==> src/rtl/pakout_gen_pkg.sv <==
// Shared types, field widths and helpers for the pakout packet source.
package pakout_gen_pkg;

    localparam int unsigned NS_ADDRESS_SIZE = 8;
    localparam int unsigned NS_DATA_SIZE    = 8;
    localparam int unsigned NS_REDUN_SIZE   = 4;

    // Right-shift Galois tap masks for maximal-length sequences.
    localparam logic [3:0]  NS_LFSR_TAPS_4  = 4'hC;
    localparam logic [7:0]  NS_LFSR_TAPS_8  = 8'hB8;
    localparam logic [15:0] NS_LFSR_TAPS_16 = 16'hB400;
    localparam logic [31:0] NS_LFSR_TAPS_32 = 32'h8020_0003;

    typedef enum logic [2:0] {
        StIdle = 3'd0,
        StArm  = 3'd1,
        StReq  = 3'd2,
        StRel  = 3'd3,
        StGap  = 3'd4
    } pak_state_e;

    function automatic logic [31:0] ns_lfsr_taps(input int unsigned w);
        case (w)
            4:       return 32'(NS_LFSR_TAPS_4);
            8:       return 32'(NS_LFSR_TAPS_8);
            16:      return 32'(NS_LFSR_TAPS_16);
            32:      return NS_LFSR_TAPS_32;
            default: return 32'h1 << (w - 1);
        endcase
    endfunction

    // Callers keep only the low redundancy bits of the sum.
    function automatic logic [31:0] ns_red_sum(input logic [31:0] src,
                                               input logic [31:0] dst,
                                               input logic [31:0] dat);
        return src + dst + dat;
    endfunction

endpackage

==> src/rtl/pakout_gen_lfsr.sv <==
// Payload register: loads a seed, then steps as a counter or a Galois LFSR.
module pakout_lfsr
    import pakout_gen_pkg::*;
#(
    parameter int unsigned     DSZ  = NS_DATA_SIZE,
    parameter logic [DSZ-1:0]  INIT = 1,
    parameter int unsigned     MODE = 0
) (
    input  logic           i_clk,
    input  logic           i_rst,
    input  logic           i_load,
    input  logic           i_step,
    input  logic [DSZ-1:0] i_seed,
    output logic [DSZ-1:0] o_dat
);

    localparam logic [DSZ-1:0] Taps = DSZ'(ns_lfsr_taps(DSZ));

    logic [DSZ-1:0] dat_q, dat_d;
    logic [DSZ-1:0] galois;

    always_comb begin
        galois = dat_q >> 1;
        if (dat_q[0]) begin
            galois = galois ^ Taps;
        end
    end

    always_comb begin
        dat_d = dat_q;
        if (i_load) begin
            dat_d = i_seed;
        end else if (i_step) begin
            dat_d = (MODE == 0) ? dat_q + 1'b1 : galois;
        end
    end

    always_ff @(posedge i_clk) begin
        if (i_rst) begin
            dat_q <= INIT;
        end else begin
            dat_q <= dat_d;
        end
    end

    assign o_dat = dat_q;

endmodule

==> src/rtl/pakout_gen.sv <==
// Packet source: sweeps dst over a window, drives a four-phase req/ack channel.
module pakout_gen
    import pakout_gen_pkg::*;
#(
    parameter int unsigned MIN_ADDR = 1,
    parameter int unsigned MAX_ADDR = 1,
    parameter int unsigned SRC_ADDR = 3,
    parameter int unsigned INIT_DAT = 5,
    parameter int unsigned DAT_MODE = 0,
    parameter int unsigned GAP      = 0,
    parameter int unsigned CSZ      = 8,
    parameter int unsigned ASZ      = NS_ADDRESS_SIZE,
    parameter int unsigned DSZ      = NS_DATA_SIZE,
    parameter int unsigned RSZ      = NS_REDUN_SIZE
) (
    input  logic           i_clk,
    input  logic           i_rst,
    input  logic           i_start,
    input  logic           i_stop,
    input  logic [CSZ-1:0] i_npkts,
    output logic [ASZ-1:0] o0_src,
    output logic [ASZ-1:0] o0_dst,
    output logic [DSZ-1:0] o0_dat,
    output logic [RSZ-1:0] o0_red,
    output logic           o0_req,
    input  logic           o0_ack,
    output logic           o_busy,
    output logic           o_done,
    output logic [CSZ-1:0] o_sent
);

    localparam logic [ASZ-1:0] MinA    = ASZ'(MIN_ADDR);
    localparam logic [ASZ-1:0] MaxA    = ASZ'(MAX_ADDR);
    localparam logic [ASZ-1:0] SrcA    = ASZ'(SRC_ADDR);
    localparam logic [DSZ-1:0] InitD   = DSZ'(INIT_DAT);
    localparam logic [7:0]     GapLast = (GAP > 0) ? 8'(GAP - 1) : 8'd0;

    pak_state_e     state_q, state_d;
    logic [CSZ-1:0] npkts_q, npkts_d;
    logic [CSZ-1:0] sent_q, sent_d;
    logic           stop_q, stop_d;
    logic [ASZ-1:0] dst_q, dst_d;
    logic [7:0]     gap_q, gap_d;
    logic           done_q, done_d;
    logic           dat_load, dat_step;
    logic [DSZ-1:0] dat;

    pakout_lfsr #(
        .DSZ  (DSZ),
        .INIT (InitD),
        .MODE (DAT_MODE)
    ) u_lfsr (
        .i_clk  (i_clk),
        .i_rst  (i_rst),
        .i_load (dat_load),
        .i_step (dat_step),
        .i_seed (InitD),
        .o_dat  (dat)
    );

    always_comb begin
        state_d  = state_q;
        npkts_d  = npkts_q;
        sent_d   = sent_q;
        stop_d   = stop_q;
        dst_d    = dst_q;
        gap_d    = gap_q;
        done_d   = 1'b0;
        dat_load = 1'b0;
        dat_step = 1'b0;

        if (state_q != StIdle && i_stop) begin
            stop_d = 1'b1;
        end

        unique case (state_q)
            StIdle: begin
                if (i_start) begin
                    npkts_d  = i_npkts;
                    sent_d   = '0;
                    stop_d   = 1'b0;
                    dst_d    = MinA;
                    dat_load = 1'b1;
                    state_d  = StArm;
                end
            end
            StArm: begin
                if (!o0_ack) begin
                    state_d = StReq;
                end
            end
            StReq: begin
                if (o0_ack) begin
                    sent_d   = sent_q + 1'b1;
                    dst_d    = (dst_q >= MaxA) ? MinA : dst_q + 1'b1;
                    dat_step = 1'b1;
                    state_d  = StRel;
                end
            end
            StRel: begin
                if (!o0_ack) begin
                    if (stop_q || (npkts_q != '0 && sent_q == npkts_q)) begin
                        done_d  = 1'b1;
                        state_d = StIdle;
                    end else if (GAP > 0) begin
                        gap_d   = 8'd0;
                        state_d = StGap;
                    end else begin
                        state_d = StReq;
                    end
                end
            end
            StGap: begin
                if (gap_q == GapLast) begin
                    state_d = StArm;
                end else begin
                    gap_d = gap_q + 8'd1;
                end
            end
            default: state_d = StIdle;
        endcase
    end

    always_ff @(posedge i_clk) begin
        if (i_rst) begin
            state_q <= StIdle;
            npkts_q <= '0;
            sent_q  <= '0;
            stop_q  <= 1'b0;
            dst_q   <= MinA;
            gap_q   <= 8'd0;
            done_q  <= 1'b0;
        end else begin
            state_q <= state_d;
            npkts_q <= npkts_d;
            sent_q  <= sent_d;
            stop_q  <= stop_d;
            dst_q   <= dst_d;
            gap_q   <= gap_d;
            done_q  <= done_d;
        end
    end

    assign o0_src = SrcA;
    assign o0_dst = dst_q;
    assign o0_dat = dat;
    assign o0_red = RSZ'(ns_red_sum(32'(SrcA), 32'(dst_q), 32'(dat)));
    assign o0_req = (state_q == StReq);
    assign o_busy = (state_q != StIdle);
    assign o_done = done_q;
    assign o_sent = sent_q;

endmodule

==> config.mk <==
export PLATFORM = sky130hd
export DESIGN_NAME = pakout_gen
export DESIGN_NICKNAME = d
export VERILOG_FILES = /design/src/rtl/pakout_gen_pkg.sv /design/src/rtl/pakout_gen_lfsr.sv /design/src/rtl/pakout_gen.sv
export SDC_FILE = /design/constraint.sdc
export NUM_CORES = 1
export LEC_CHECK = 0
export ABC_CLOCK_PERIOD_IN_PS = 2450
export CAP_MARGIN = 20
export CORE_ASPECT_RATIO = 0.8
export CORE_MARGIN = 2
export CORE_UTILIZATION = 40
export CTS_BUF_LIST = sky130_fd_sc_hd__clkbuf_4 sky130_fd_sc_hd__clkbuf_8
export CTS_CLUSTER_SIZE = 28
export DETAILED_ROUTE_END_ITERATION = 10
export PLACE_DENSITY = 0.68
export SYNTH_ARGS = -nofsm -noshare
export SYNTH_HDL_FRONTEND = slang
export SYNTH_SLANG_ARGS = --single-unit
==> constraint.sdc <==
create_clock -name i_clk -period 2.45 [get_ports i_clk]
set_input_delay 0.735 -clock i_clk [delete_from_list [all_inputs] [get_ports i_clk]]
set_output_delay 0.735 -clock i_clk [all_outputs]
set_load 0.01 [all_outputs]
# Word level (Yosys, flattened, before mapping)

Cells that the tools add are included.
Widths: inputs -> output; s select.

Multipliers: 0
Equal/unequal tests: 10
$add $sub $neg: 6
Multiplexer cells: 22
Bitwise logic cells: 2
Magnitude comparators: 1
Divide/modulo/power cells: 0
Shifts and indexed selects: 0
Reductions and logical operators: 14

Operator list:

| cell                | count |
|---|---|
| $mux 8              | 5 |
| $add 8x1->8 const B | 4 |
| $pmux 8 s2          | 2 |
| $mux 3              | 5 |
| $pmux 3 s5          | 1 |
| $eq 8x8->1          | 1 |
| $ge 8x1->1 const B  | 1 |
| $logic_not 8->1     | 1 |
| $mux 1              | 8 |
| $ne 2x2->1 const B  | 4 |
| $reduce_bool 8->1   | 1 |
| $eq 3x2->1 const B  | 2 |
| $reduce_and 5->1    | 1 |
| $add 2x4->4 const A | 1 |
| $add 4x4->4         | 1 |
| $reduce_and 2->1    | 2 |
| $eq 3x1->1 const B  | 1 |
| $eq 3x3->1 const B  | 1 |
| $logic_not 3->1     | 1 |
| $reduce_and 3->1    | 1 |
| $reduce_bool 3->1   | 1 |
| $reduce_or 3->1     | 1 |
| $logic_and 1x1->1   | 2 |
| $mux 2              | 1 |
| other kinds (5)     | 6 |

Bits in writable memories: 0
Register bits after elaboration: 45
Latch bits: 0
ROM bits: 0
Output and inout port bits: 39
Memories: 0
Word-level logic and storage cells: 63

# Depth between registers and ports, before layout

Depth in word-level cells: 6
Gate-level depth with buffers: 9
Depth with buffers taken out: 7

# Hierarchy

A second synthesis with hierarchy kept.

Cell total of the unflattened synthesis: 253
Area total of the unflattened synthesis: 2115.8 sq um

By module, submodules not included:

| module      | area each (sq um) | cells an instance | seq. area each (sq um) | instances |
|---|---|---|---|---|
| pakout_gen  | 1635.3            | 198               | 560.5                  | 1 |
| pakout_lfsr | 480.5             | 55                | 160.2                  | 1 |

# Least setup slack after synthesis

No wires, ideal clock.

Path type: register to output
Start: register dst_q[1] (netlist: o0_dst[1])
End: output port o0_red[3]
Required time: 1.715 ns
Setup slack: -0.076 ns
Cell stages (with the launch flop): 8
Path buffers: 0
Arrival time: 1.791 ns
Cells stage by stage: dfxtp_1 > inv_1 > ha_1 > inv_1 > ha_1 > fa_1 > xor2_1 > xnor2_1

Longest elaborated chain between the ends: 2

RTL lines:

| element                  | line                 | RTL |
|---|---|---|
| start: declaration       | pakout_gen.sv:42     | `logic [ASZ-1:0] dst_q, dst_d;` |
| start signal: assignment | pakout_gen.sv:130    | `dst_q <= MinA;` |
| start signal: assignment | pakout_gen.sv:138    | `dst_q <= dst_d;` |
| $add 2x4->4              | pakout_gen_pkg.sv:36 | `return src + dst + dat;` |
| $add 4x4->4              | pakout_gen_pkg.sv:36 |  |
| end: declaration         | pakout_gen.sv:24     | `output logic [RSZ-1:0] o0_red,` |

No other way between the ends.

# Final worst setup path

Same ends and word-level chain as after synthesis.

==> summary.md <==
Subtracting the final worst setup slack from the clock period gives 2.61 ns. Hold is met by 0.481 ns. The floorplan step defined a die boundary enclosing 5600 sq um. The I/O pin count is 52.

The cell taking the most area after synthesis was dfxtp_1. The logs give 2580 sq um for the placed cell area and 17.4% for the overall fraction of global-route tracks in use. The tools report the final routed DRC violation total as 0. The worst hold path passes through 2 cells.

The number of nets in the layout was 327. The capturing element type of the critical path is an output port. Global routing finished with a remaining overflow of 0. The slowest stage of the critical path is the fa_2 cell.

The wire length of the first global-routing pass was 7.64 mm; the area growth from synthesis to layout was 35.1%. The tools report the worst setup slack after layout as -0.158 ns. The final number of max-transition violations was 0. The power density over the cells is 736 nW/um^2, and the worst reg-to-reg path cell count is 7. The number of H-tree levels is 2. The ratio of final minimum period to clock period is 106%. After routing the design area is 2710 sq um. The most common cell in the synthesized netlist is dfxtp_1. Of the synthesized area, sequential elements account for 36.0%. The starting density of the core was 40.7%.

After synthesis, the most frequently instantiated cells are 36 x dfxtp_1, 30 x nand2_1, 19 x a21oi_1. For the pin with the worst max-slew slack, the measured transition is 0.650 ns. The run gives 1.12 nW as the leakage power summed over all cells. The total of buffers placed on input and output ports was 43. The number of enable flip-flop cells after synthesis was 0. The placed cell count was 354.

Dividing the detail-routed via count by the number of cells gives 4.91. The number of failing hold endpoints at the final stage was 0. The slack of the worst reg-to-reg path is 0.53 ns. The flow ran to the end, but the final reports show violations. After clock tree synthesis, the clock-pin slew on the worst setup and hold paths is 0.07 ns. Hold path endpoint: o0_dst[7].

Post-route setup TNS: -0.167 ns. The maximum ir drop on the vdd rail was 0.389 mV; the largest stage delay on the critical path was 0.34 ns. Ranked by total cell area, the synthesized netlist is headed by dfxtp_1 36%, ha_1 8.1%, xor2_1 6.1%. Share of async-settable or async-resettable flops after synthesis: 0%. The routed layout has 1784 vias. The number of antenna diodes in the final layout is 0. For the maximum root-to-sink buffer count, the log shows 2. Leaving out filler cells and counting taps, the final layout contains 363. In this run the tightest slew margin relative to its limit is 56.6%. In this run the worst hold path is classified as register to register. The overall die width is 83.1 um, and the number of warnings reported in the yosys synthesis log is 0.

At the end of routability-driven placement, the weighted congestion stood at 0.807. The reg-to-reg critical path endpoint was o_sent[6]. Traced cell by cell, the critical path runs through inv_2, ha_4, inv_2, ha_4, fa_2, xor2_1, xnor2_1, buf_2.

In this run, post-CTS hold repair placed 0 buffers. The cell area after synthesis is 2000 sq um, and the number of sinks on the clock net is 36. TritonCTS built the clock tree. The top flip-flop cell by instance count after synthesis was dfxtp_1. The run gives 0 as the number of antenna violations at the first check in global routing. The checks that failed: negative setup slack. The setup path with the least slack is of type register to output port. The post-detailed-route count of antenna-violating nets is 0.

The tools report the clock root buffer as clkbuf_8. The tools report the achievable frequency as 383 MHz. Setup violations remaining at the end of the flow were counted as 2. At the later pin of the worst-skew pair, clock insertion delay measures 0.29 ns. The initial DRC count is 122.

The tools report the number of global-route vias before repair as 1614. After detailed routing, the total wire length is 4.61 mm. After detailed routing, the average wire length per cell comes to 12.7 um. The tools report the number of placement rows as 23. The number of distinct library cells after synthesis was 47. The share of layout cells above drive strength 1 is 15.9%, and the number of register bits inferred by synthesis is 36. The source of the worst hold timing path is o0_dst[7]. The synthesized design devotes to its leading area cell type 36.0% of total area.

The first detailed-routing pass took 4 iterations. Clock skew on the completed layout was measured at 0.00201 ns. The required time reported for the critical path endpoint was 1.71 ns.

Setup repair after global routing could not meet its margin everywhere. The worst setup path is launched from a register. OpenSTA, run right after detailed placement, puts the worst setup slack at -0.391 ns.

In this run the critical register-to-register path is launched from state_q[0]. Entering global routing, the biggest net connects 12 pins. Synthesis produced a netlist whose cell count is 238.

For the area of the placeable core, the log shows 4920 sq um. For the worst setup path, the data arrival time is 1.87 ns. The tool flagged a number of max-cap violations equal to 0.

The die is 67.3 um tall. Detailed placement finished with a half-perimeter wire length of 3.57 mm. Of all nets on the critical path, the largest fanout is 2.

The average cell area after synthesis is 8.42 sq um, and the number of buffers inserted during clock tree synthesis is 5.
where the power goes:
part           internal (mW)  leakage, nW  switching [mW]
registers              0.642        0.293          0.0491
clock network          0.252       0.0523           0.214
logic                  0.389        0.770           0.448
kinds of logic after synthesis:
group	count (synthesis)	share of synthesized area, %
DFF	36	36.0
AOI/OAI and AO/OA	40	12.9
xor gates and xnor gates	20	8.74
buffers and inverters	33	8.99
and+or+nand+nor	92	23.4
other	2	0.375
muxes	1	0.562
adders and majority gates	14	9.11
final cells by class:
cell class / instances / area, sq um
Fill cell: 464 / 2210
Multi-Input combinational cell: 175 / 1150
Sequential cell: 36 / 723
Timing Repair Buffer: 65 / 593
Clock buffer: 8 / 97.6
Tap cell: 62 / 77.6
Inverter: 17 / 63.8
cell usage in the layout (no fill, tap or decap), types with 3 or more instances in the layout:
| cell type | instances |
|---|---|
| conb_1 | 8 |
| nand4_1 | 9 |
| xor2_1 | 14 |
| nand2b_1 | 3 |
| a21oi_2 | 3 |
| inv_2 | 3 |
| ha_1 | 11 |
| nand3_1 | 4 |
| xnor2_1 | 6 |
| clkdlybuf4s50_1 | 39 |
| inv_1 | 14 |
| or3_1 | 6 |
| clkbuf_8 | 6 |
| buf_4 | 22 |
| nor2_1 | 18 |
| a21oi_1 | 19 |
| o21ai_0 | 5 |
| and3_1 | 5 |
| dfxtp_1 | 34 |
| nand2_1 | 30 |
flip-flops by register name, indices dropped and copies added (netlist names):
name / count
o_sent: 8
npkts_q: 8
state_q: 2
o_done: 1
o0_dst: 8
u_lfsr.o_dat: 8
stop_q: 1
critical path, delay by kind of cell, from the launching register on:
kind       cells  cell delay, ns
fa+ha+maj      3            0.73
xor+xnor       2            0.29
flops          1            0.33
buf+inv        3            0.22
what timing repair did:
item,4_1_cts,5_1_grt
cloned,0,0
hold endpoints to repair,0,0
setup endpoints to repair,3,3
buffers inserted,1,0
pin swaps,5,3
gates resized for setup,17,1
routing by layer:
metal,track usage (%),routed length [um],up-vias
met5,0,0,-
met4,6.15,31,0
met3,5.99,193,4
met2,25.1,2060,35
met1,24.1,2330,831
li1,-,-,914
how the worst max path moves through the flow:
stage                         start        end  slack (ns)  depth (start not counted)
final                     o0_dst[1]  o0_red[3]       -0.16                          8
after global routing      o0_dst[1]  o0_red[3]       -0.24                          8
after CTS                 o0_dst[1]  o0_red[3]       -0.23                          8
after detailed placement  o0_dst[1]  o0_red[3]       -0.39                          8
after global placement    o0_dst[1]  o0_red[3]       -0.37                          8
after floorplan           o0_dst[1]  o0_red[3]        0.02                          7
per-stage QoR:
stage	utilization, %	power [mW]
6_report	55.0	1.99
5_1_grt	55.0	2.13
3_5_place_dp	52.4	1.53
2_1_floorplan	-	1.29
3_3_place_gp	52.4	1.53
4_1_cts	55.0	2.01
No activity file was read; power rests on OpenSTA's default activity.
